**src/rtl/lc3_regfile_sb.sv**
```systemverilog
// lc3_regfile_sb
//   Eight-entry LC-3 general-purpose register file with a per-register
//   pending-write scoreboard.
//
//   Ports
//     clk, reset_n       rising-edge clock, asynchronous active-low reset
//     load, dest, in     writeback: write `in` to R[dest], retire one pending write
//     sr1, sr2           read indices
//     sr1_out, sr2_out   read data (writeback value bypassed when dest matches)
//     sr1_busy, sr2_busy register still has an outstanding write after this
//                        cycle's retire
//     reserve,           decode claims a future write to R[reserve_dest]
//     reserve_dest
//     reserve_ok         reservation accepted this cycle
//     sb_err             sticky: a retire hit a register with no pending write
module lc3_regfile_sb #(
  parameter int DATA_W = 16
) (
  input  logic              clk,
  input  logic              reset_n,
  input  logic              load,
  input  logic [2:0]        dest,
  input  logic [DATA_W-1:0] in,
  input  logic [2:0]        sr1,
  input  logic [2:0]        sr2,
  output logic [DATA_W-1:0] sr1_out,
  output logic [DATA_W-1:0] sr2_out,
  output logic              sr1_busy,
  output logic              sr2_busy,
  input  logic              reserve,
  input  logic [2:0]        reserve_dest,
  output logic              reserve_ok,
  output logic              sb_err
);

  localparam logic [1:0] PEND_MAX = 2'd3;

  logic [DATA_W-1:0] regs_q [8];
  logic [DATA_W-1:0] regs_d [8];
  logic [1:0]        pend_q [8];
  logic [1:0]        pend_d [8];
  logic              sb_err_q;
  logic              sb_err_d;

  logic              hit1;
  logic              hit2;
  logic              res_hit;

  function automatic logic [1:0] pend_sat_inc(input logic [1:0] p);
    return (p == PEND_MAX) ? PEND_MAX : p + 2'd1;
  endfunction

  function automatic logic [1:0] pend_sat_dec(input logic [1:0] p);
    return (p == 2'd0) ? 2'd0 : p - 2'd1;
  endfunction

  // Read side: bypass, busy and reservation acceptance from current state
  always_comb begin
    hit1     = load && (dest == sr1);
    hit2     = load && (dest == sr2);
    res_hit  = load && (dest == reserve_dest);

    sr1_out  = hit1 ? in : regs_q[sr1];
    sr2_out  = hit2 ? in : regs_q[sr2];

    // A retire this cycle removes one outstanding write; the count is floored
    // at zero, so "still busy" means more than the retire can cover.
    sr1_busy = pend_q[sr1] > {1'b0, hit1};
    sr2_busy = pend_q[sr2] > {1'b0, hit2};

    // A full counter can still take a reservation when a retire frees a slot
    // on the same register in the same cycle.
    reserve_ok = reserve && ((pend_q[reserve_dest] != PEND_MAX) || res_hit);

    sb_err = sb_err_q;
  end

  // Next-state: register write, scoreboard count update, sticky error
  always_comb begin
    regs_d   = regs_q;
    pend_d   = pend_q;
    sb_err_d = sb_err_q;

    if (load) begin
      regs_d[dest] = in;
      if (pend_q[dest] == 2'd0) begin
        sb_err_d = 1'b1;
      end
    end

    for (int i = 0; i < 8; i++) begin
      logic inc;
      logic dec;
      inc = reserve_ok && (reserve_dest == 3'(i));
      dec = load && (dest == 3'(i));
      // Accepted reserve and retire on the same register cancel out.
      if (inc && !dec) begin
        pend_d[i] = pend_sat_inc(pend_q[i]);
      end else if (dec && !inc) begin
        pend_d[i] = pend_sat_dec(pend_q[i]);
      end
    end
  end

  // State registers
  always_ff @(posedge clk or negedge reset_n) begin
    if (!reset_n) begin
      for (int i = 0; i < 8; i++) begin
        regs_q[i] <= '0;
        pend_q[i] <= 2'd0;
      end
      sb_err_q <= 1'b0;
    end else begin
      regs_q   <= regs_d;
      pend_q   <= pend_d;
      sb_err_q <= sb_err_d;
    end
  end

endmodule

```
**config.mk**
```make
export PLATFORM = sky130hd
export DESIGN_NAME = lc3_regfile_sb
export DESIGN_NICKNAME = d
export VERILOG_FILES = /design/src/rtl/lc3_regfile_sb.sv
export SDC_FILE = /design/constraint.sdc
export NUM_CORES = 1
export LEC_CHECK = 0
export CORE_AREA = 2 2 130 132
export CTS_CLUSTER_DIAMETER = 50
export DETAILED_ROUTE_END_ITERATION = 10
export DIE_AREA = 0 0 132 134
export HOLD_SLACK_MARGIN = 0.08
export PLACE_DENSITY = 0.86
export SETUP_SLACK_MARGIN = 0.1
export SLEW_MARGIN = 25
export SYNTH_ARGS = -nofsm -noshare
export SYNTH_HDL_FRONTEND = slang
export SYNTH_SLANG_ARGS = --single-unit
```
**constraint.sdc**
```tcl
create_clock -name clk -period 4.6 [get_ports clk]
set_input_delay 0.92 -clock clk [delete_from_list [all_inputs] [get_ports clk]]
set_output_delay 0.92 -clock clk [all_outputs]
set_load 0.005 [all_outputs]
```
# Word-level counts from Yosys, hierarchy flattened
# Index checks and enable logic that the tools add are counted.
[classes]
n_addsub = 16
magnitude_cmp = 7
n_eq_ne = 26
n_mux = 55
n_bitwise = 4
n_reduce_logical = 74
[op_table]
columns = ["op", "n"]
rows = [
  ["$bwmux 128", 1],
  ["$mux 16", 7],
  ["$bmux 16 s3", 2],
  ["$mux 2", 40],
  ["$demux 16 s3", 1],
  ["$logic_and 1x1->1", 37],
  ["$bmux 2 s3", 4],
  ["$eq 3x3->1 const B", 8],
  ["$logic_not 2->1", 9],
  ["$add 2x1->2 const B", 8],
  ["$eq 2x2->1 const B", 8],
  ["$ge 4x4->1 const B", 4],
  ["$logic_not 1->1", 16],
  ["$not 3->4", 4],
  ["$reduce_bool 2->1", 8],
  ["$sub 2x1->2 const B", 8],
  ["$eq 3x2->1 const B", 4],
  ["$eq 3x3->1", 3],
  ["$eq 3x1->1 const B", 2],
  ["$logic_not 3->1", 2],
  ["$gt 2x1->1", 2],
  ["$lt 4x1->1 const B", 1],
  ["$ne 2x2->1 const B", 1],
  ["$reduce_and 2->1", 1],
  ["$logic_or 1x1->1", 1],
]
[totals]
regBits = 145
inputBits = 32
out_inout_bits = 36
wordCells = 199

# Logic depth before layout (Yosys ltp)
# Gate-level depths: netlist (run 1).
[depth]
word_depth = 12
mapped_depth = 10
depth_no_buf = 8

# Worst setup path before layout (run 1)
# No wires, ideal clock.
[synth_timing]
kind = "input-to-output"
start = "input port sr1[0]"
end = "output port sr1_busy"
arrival_ns = 2.345
required_time_ns = 3.680
setup_slack_ns = 1.335
cell_stages = 6
path_buffers = 2
cell_sequence = "buf_4 -> buf_6 -> mux4_2 -> mux2i_1 -> ha_1 -> o21ai_0"
[synth_between]
elab_chain_cells = 5
elab_cells_between_ends = 7
classes_between = "1 x order compare; 1 x eq/ne; 3 x mux; 1 x bitwise; 1 x reduce/logical"
[synth_rtl]
columns = ["item", "line", "rtl"]
rows = [
  ["start, declared", "24", "input logic [2:0] sr1,"],
  ["$not 3->4 (not written as such)", "68", "sr1_busy = pend_q[sr1] > {1'b0, hit1};"],
  ["$bmux 2 s3", "68", ""],
  ["$mux 2 (not written as such) (2 in series)", "68", ""],
  ["$gt 2x1->1 (*)", "68", ""],
  ["end, declared", "28", "output logic sr1_busy,"],
]
# Every way passes the cells marked *; elsewhere a longest branch is shown, timed or not. The select of a mux whose other input is x is not followed.

# Final worst setup path (run 1)
[layout_timing]
start = "input port sr2[0]"
end = "output port sr2_busy"
[layout_between]
elab_chain_cells = 5
elab_cells_between_ends = 7
classes_between = "1 x order compare; 1 x eq/ne; 3 x mux; 1 x bitwise; 1 x reduce/logical"
[layout_rtl]
columns = ["item", "line", "rtl"]
rows = [
  ["start, declared", "25", "input logic [2:0] sr2,"],
  ["$not 3->4 (not written as such)", "69", "sr2_busy = pend_q[sr2] > {1'b0, hit2};"],
  ["$bmux 2 s3", "69", ""],
  ["$mux 2 (not written as such) (2 in series)", "69", ""],
  ["$gt 2x1->1 (*)", "69", ""],
  ["end, declared", "29", "output logic sr2_busy,"],
]
# Marks and branches as above.

==> results.sh, run 1 <==
export IMPL_status="complete, no violations"
export IMPL_synth_xor_area_share_pct=0.8990
export IMPL_synthAdderAreaFrac_pct=1.427
export IMPL_yosys_area_share_simple_pct=6.236
export IMPL_synth_top_family_by_area="multiplexers"
export IMPL_dr_wl_met2_um=10790
export IMPL_clkSinkCount=145
export IMPL_place_inst=898
export IMPL_core_area_um2=16290
export IMPL_synth_area_um2=8768
export IMPL_io_pins=68
export IMPL_die_y_um=134
export IMPL_highest_layer="met4"
export IMPL_viasPerCell=6.458
export IMPL_p_total_uw=4224
export IMPL_worstHoldPathCells=1
export IMPL_worstPathArrival_ns=3.04
export IMPL_syn_nets=688
export IMPL_syn_to_final_growth_pct=14.74
export IMPL_cpMaxStageDelayCell="mux4_2"
export IMPL_synth_edf_count=0
export IMPL_final_antenna_net_count=0
export IMPL_finalWeightedCongestion=0.8552
export IMPL_drive_gt1_share_pct=38.17
export IMPL_syn_inst=646
export IMPL_cts_max_level=4
export IMPL_nNetsFinal=739
export IMPL_seq_area_frac_synth_pct=41.38
export IMPL_holdWs_ns=0.5227
export IMPL_grt_overflow=0
export IMPL_total_leakage_power_uw=0.004201
export IMPL_min_path_type="flip-flop to flip-flop"
export IMPL_max_cap_violations=0
export IMPL_dpl_hpwl_um=14260
export IMPL_synth_cell_types=42
export IMPL_post_cts_buffers=0
export IMPL_drtIter0Drc=468
export IMPL_grt_pass1_vias=6337
export IMPL_first_pass_iters=5
export IMPL_synthMuxAreaShare_pct=40.47
export IMPL_powerDensity_nw_per_um2=419.9
export IMPL_hold_end="sb_err$_DFFE_PN0P_"
export IMPL_wl_met1_um=8496
export IMPL_post_route_min_period_ns=3.959
export IMPL_diodes=0
export IMPL_required_ns=3.68
export IMPL_crit_path_cell_trace="buf_2, mux4_2, mux2i_1, ha_1, o21ai_0, clkdlybuf4s50_1"
export IMPL_end_kind="output port"
export IMPL_cts_clk_slew_worst_paths_ns=0.06
export IMPL_maxSlewHeadroom_pct=41.42
export IMPL_ir_drop_v=0.0003105
export IMPL_finalMaxSlewViolations=0
export IMPL_vias=6006
export IMPL_wl_met3_um=1431
export IMPL_dieArea_um2=17690
export IMPL_min_period_over_period_pct=86.07
export IMPL_reg2reg_depth=8
export IMPL_grt_max_degree=111
export IMPL_slowest_delay_ns=0.58
export IMPL_worst_path_buf_inv=2
export IMPL_die_w_um=132
export IMPL_num_rows=47
export IMPL_portBuffers=67
export IMPL_setup_viol=0
export IMPL_synthArstFlopShare_pct=100.0
export IMPL_drc=0
export IMPL_critical_path_top_delay_family="buffers and inverters"
export IMPL_clock_skew_ns=0.003231
export IMPL_cts_tree="yes"
export IMPL_hold_start="sb_err$_DFFE_PN0P_"
export IMPL_hold_viol_final=0
export IMPL_clockRootBuffer="clkbuf_16"
export IMPL_grt_util_all_layers_pct=25.38
export IMPL_grt_setup_unrepaired="false"
export IMPL_start_util_pct=53.83
export IMPL_holdBufCountCts=0
export IMPL_timing_rr_start="pend_q[5]$_DFFE_PN0P_"
export IMPL_cp_max_fo=8
export IMPL_antenna_found_initial=0
export IMPL_synth_seq_cells=145
export IMPL_fin_cells=930
export IMPL_fin_setup_tns_ns=0
export IMPL_avgSynthCellArea_um2=13.57
export IMPL_drt_wl_total_um=21590
export IMPL_synth_compound_area_share_pct=4.666
export IMPL_cts_repair_resized=0
export IMPL_r2r_slack_ns=2.20
export IMPL_tightest_slew_ns=0.8787
export IMPL_max_freq_ghz=0.2526
export IMPL_yosys_warnings=0
export IMPL_clkLatencyLatePin_ns=0.43
export IMPL_synth_flop_cell="dfrtp_1"
export IMPL_start_kind="primary input"
export IMPL_wire_per_inst_um=23.22
export IMPL_numCtsBuffers=17
export IMPL_clockBufferDepth=2
export IMPL_grt_first_pass_wirelength_um=34130
export IMPL_rr_endpoint="pend_q[2]$_DFFE_PN0P_"
export IMPL_critPathKind="primary input to output port"
sequential cells by signal (all words and copies together), names as in the netlist:
register,count
pend_q,16
sb_err,1
regs_q,128
stage by stage:
step                      cell area [um^2]  utilization [%]  setup WS (ns)
after detailed placement              9479            58.19         0.6704
after floorplan                       8768                -          1.335
after global routing                 10060            61.76         0.5633
after global placement                9479            58.19         0.6655
after CTS                            10060            61.75         0.6580
final                                10060            61.76         0.6407
worst max-delay path by stage:
stage | from | end | slack [ns] | cells after the start
floorplan | sr1[0] | sr1_busy | 1.34 | 6
global placement | sr2[2] | sr2_busy | 0.67 | 6
detailed placement | sr2[0] | sr2_busy | 0.67 | 6
CTS | sr2[0] | sr2_busy | 0.66 | 6
global route | sr2[0] | sr2_busy | 0.56 | 6
finish | sr2[0] | sr2_busy | 0.64 | 6
placed cells by master, fill, tap and decap left out, types with 2 or more instances in the layout:
cell type and count:
a21oi_1 39, xnor2_1 9, nor3_4 2, dfrtp_1 145, clkdlybuf4s50_1 62, nand2b_1 3
nor2_1 42, mux4_2 74, o21ai_0 21, clkinv_2 3, mux2i_1 44, buf_4 23
nor3_1 4, mux2_2 128, clkinvlp_4 2, buf_2 4, ha_1 10, clkbuf_1 2
clkinv_4 2, nand3_2 2, nand2_1 20, and2b_1 2, o21bai_1 7, nor2b_1 10
nand4_2 2, clkbuf_8 6, inv_1 6, clkbuf_16 17
synth_stat cells, types with 2 or more instances:
master	n	area, um^2
dfrtp_1	145	3628
mux2_2	128	1441
mux4_2	74	1667
mux2i_1	44	440.4
nor2_1	42	157.7
a21oi_1	39	195.2
buf_2	26	130.1
o21ai_0	21	105.1
nand2_1	20	75.07
buf_4	15	112.6
buf_6	13	146.4
ha_1	10	125.1
nor2b_1	10	62.56
xnor2_1	9	78.83
o21bai_1	7	52.55
inv_1	6	22.52
nor3_1	4	20.02
buf_1	3	11.26
nand2b_1	3	18.77
and2b_1	2	15.01
nand3_2	2	20.02
nand4_2	2	25.02
nor3_4	2	32.53
metal layers:
| metal | vias to the layer above | track usage (%) |
|---|---|---|
| li1 | 2535 | - |
| met1 | 3079 | 31.52 |
| met2 | 311 | 41.49 |
| met3 | 81 | 5.593 |
| met4 | 0 | 14.49 |
| met5 | - | 0 |
area by class of cell:
type                            instances  area, um^2
Clock inverter                          8       77.57
Clock buffer                           24       501.7
Timing Repair Buffer                   91       847.1
Fill cell                            1155        6228
Inverter                                6       22.52
Multi-Input combinational cell        436        4708
Sequential cell                       145        3628
Tap cell                              220       275.3
kinds of logic after synthesis:
group,count (synthesis)
compound gates,74
xor+xnor,9
fa+ha+maj,10
buf+inv,65
flops,145
mux,246
simple gates,97
worst register-to-register path: stages (launching register included):
cell	delay, ns
dfrtp_1	0.51
nand2_1	0.10
mux4_2	0.49
o211ai_1	0.36
nor2_1	0.11
ha_1	0.37
nor2_1	0.15
mux2i_1	0.09
o31a_1	0.11
where the power goes:
| part | internal [uW] | switching (uW) |
|---|---|---|
| combinational | 705 | 407 |
| sequential | 1540 | 222 |
| clock | 813 | 538 |
No activity file was read; power rests on OpenSTA's default activity.
==> inputs of run 2 (changes only) <==
Settings changed: CORE_AREA 2 2 130 132 to 3 3 131 133, DIE_AREA 0 0 132 134 to 0 0 134 136, SLEW_MARGIN 25 to default.
==> results.sh, run 2 (synthesis gave the netlist of run 1 again) <==
export IMPL_total_leakage_power_uw=0.004220
export IMPL_p_int_uw=3178
export IMPL_place_area_um2=9487
export IMPL_diodes=0
export IMPL_max_freq_ghz=0.2426
export IMPL_clockBufferDepth=2
export IMPL_drtIter0Drc=432
export IMPL_grt_max_degree=75
export IMPL_cp_max_fo=5
export IMPL_grt_first_pass_wirelength_um=35070
export IMPL_grt_pass1_vias=6447
export IMPL_grt_util_all_layers_pct=25.21
export IMPL_antenna_found_initial=0
export IMPL_wire_per_inst_um=23.42
export IMPL_holdBufCountCts=0
export IMPL_tightest_slew_ns=0.7287
export IMPL_clkLatencyLatePin_ns=0.43
export IMPL_cts_max_level=4
export IMPL_required_ns=3.68
export IMPL_dpl_hpwl_um=13930
export IMPL_cts_repair_resized=0
export IMPL_start_util_pct=55.00
export IMPL_wl_met1_um=8762
export IMPL_final_cell_mix="dfrtp_1 (145), mux2_2 (128), mux4_2 (74)"
export IMPL_hold_viol_final=0
export IMPL_largest_register_ffs=128
export IMPL_critical_path_top_delay_family="buffers and inverters"
export IMPL_layout_commonest_cell="dfrtp_1"
export IMPL_end_kind="output port"
export IMPL_fill_cells=1162
export IMPL_ir_drop_v=0.0002742
export IMPL_start_kind="primary input"
export IMPL_fin_setup_tns_ns=0
export IMPL_status="complete, no violations"
export IMPL_highest_layer="met4"
export IMPL_finalWeightedCongestion=0.8664
export IMPL_p_seq_share_pct=40.5
export IMPL_slowest_delay_ns=0.62
export IMPL_die_w_um=134
export IMPL_core_area_um2=15940
export IMPL_grt_overflow=0
export IMPL_min_period_over_period_pct=89.60
export IMPL_drt_wl_total_um=21690
export IMPL_powerDensity_nw_per_um2=428.6
export IMPL_cts_clk_slew_worst_paths_ns=0.06
export IMPL_die_y_um=136
export IMPL_post_cts_buffers=0
export IMPL_clock_skew_ns=0.004907
export IMPL_setup_viol=0
export IMPL_syn_to_final_growth_pct=15.24
export IMPL_drc=0
export IMPL_crit_top_cell="clkdlybuf4s50_1"
export IMPL_post_route_min_period_ns=4.122
export IMPL_dr_wl_met2_um=10870
export IMPL_numCtsBuffers=17
export IMPL_clkSinkCount=145
export IMPL_portBuffers=67
export IMPL_min_path_type="primary input to async pin"
export IMPL_largest_register="regs_q"
export IMPL_grt_setup_unrepaired="false"
export IMPL_multi_input_area_um2=4708
export IMPL_clockPowerShare_pct=33.9
export IMPL_worstPathArrival_ns=3.20
export IMPL_viasPerCell=6.368
export IMPL_finalMaxSlewViolations=0
export IMPL_nNetsFinal=741
export IMPL_critPathKind="primary input to output port"
export IMPL_wl_met3_um=1260
export IMPL_cts_tree="yes"
export IMPL_worst_path_buf_inv=2
export IMPL_regArea_um2=3628
export IMPL_dieArea_um2=18220
export IMPL_max_cap_violations=0
export IMPL_first_pass_iters=5
export IMPL_p_sw_uw=1153
export IMPL_p_sw_share_pct=26.62
export IMPL_final_antenna_net_count=0
export IMPL_num_rows=46
export IMPL_vias=5897
export IMPL_combinationalPowerShare_pct=25.6
export IMPL_drive_gt1_share_pct=37.75
export IMPL_maxSlewHeadroom_pct=51.36
export IMPL_io_pins=68
export IMPL_clockRootBuffer="clkbuf_16"
export IMPL_cpMaxStageDelayCell="clkdlybuf4s50_1"
export IMPL_crit_path_cell_trace="clkdlybuf4s50_1, mux4_2, mux2i_1, ha_1, o21ai_0, clkdlybuf4s50_1"
export IMPL_stdcell_area_um2=10100
## run 2: changes by cell type in the layout (fill, tap and decap cells not counted), sizes merged
cell and delta:
clkinvlp -1, clkbuf -3, inv +1, bufinv +3
clkdlybuf4s50 +2, buf +1, clkinv -3
## run 2: area by class of cell
class / count / area share [%]
multi-input cells: 436 / 46.59
flip-flops and latches: 145 / 35.91
repair buffers: 93 / 8.482
clock buffers: 22 / 4.594
well taps: 216 / 2.675
clock inverters: 8 / 1.523
inverters: 6 / 0.2229
## run 2: path summary, 6_finish.rpt
path	from	endpoint	cells past startpoint	slack [ns]
max in group asynchronous	reset_n	regs_q[111]$_DFFE_PN0P_	2	3.10
worst min register to register	regs_q[30]$_DFFE_PN0P_	regs_q[30]$_DFFE_PN0P_	1	0.52
worst max-delay path	sr1[1]	sr1_busy	6	0.48
worst max register to register	pend_q[2]$_DFFE_PN0P_	pend_q[1]$_DFFE_PN0P_	8	2.11
worst min-delay path	reset_n	regs_q[98]$_DFFE_PN0P_	1	0.49
min in group clk	regs_q[30]$_DFFE_PN0P_	regs_q[30]$_DFFE_PN0P_	1	0.52
## run 2: worst register-to-register path, delay by kind of cell (launching register included)
kind | cells | cell delay, ns
AO/OA/AOI/OAI | 2 | 0.58
flip-flops | 1 | 0.55
multiplexers | 1 | 0.48
AND/OR/NAND/NOR | 4 | 0.39
adder cells (fa/ha/maj) | 1 | 0.36
## run 2: power by group through the flow
| stage | Combinational [uW] | Clock, uW | Sequential [uW] |
|---|---|---|---|
| after global routing | 1190 | 1550 | 1790 |
| after detailed placement | 1100 | 0 | 1760 |
| after CTS | 1110 | 1490 | 1740 |
| after global placement | 1060 | 0 | 1720 |
| after floorplan | 755 | 0 | 1690 |
| final | 1110 | 1470 | 1750 |
## run 2: per-layer routing
layer	vias up	track usage [%]
met5	-	0
met4	0	12.63
met3	66	5.514
met2	236	42.00
met1	3061	31.34
li1	2534	-
## run 2: stage by stage
stage / hold slack (ns) / setup slack (ns) / cells / power, uW / utilization [%]
finish: 0.4915 / 0.4783 / 926 / 4331 / 63.38
global route: 0.5384 / 0.3436 / 926 / 4526 / 63.38
CTS: 0.5235 / 0.4852 / 926 / 4345 / 63.38
detailed placement: 0.5110 / 0.5057 / 896 / 2864 / 59.50
global placement: 0.4988 / 0.5391 / 896 / 2782 / 59.50
floorplan: 0.4602 / 1.335 / 646 / 2441 / -
==> inputs of run 3 (changes only) <==
Settings changed: CTS_CLUSTER_DIAMETER 50 to default.
==> results of run 3 <==
The final DEF is identical to that of run 2; final timing and power are the same.
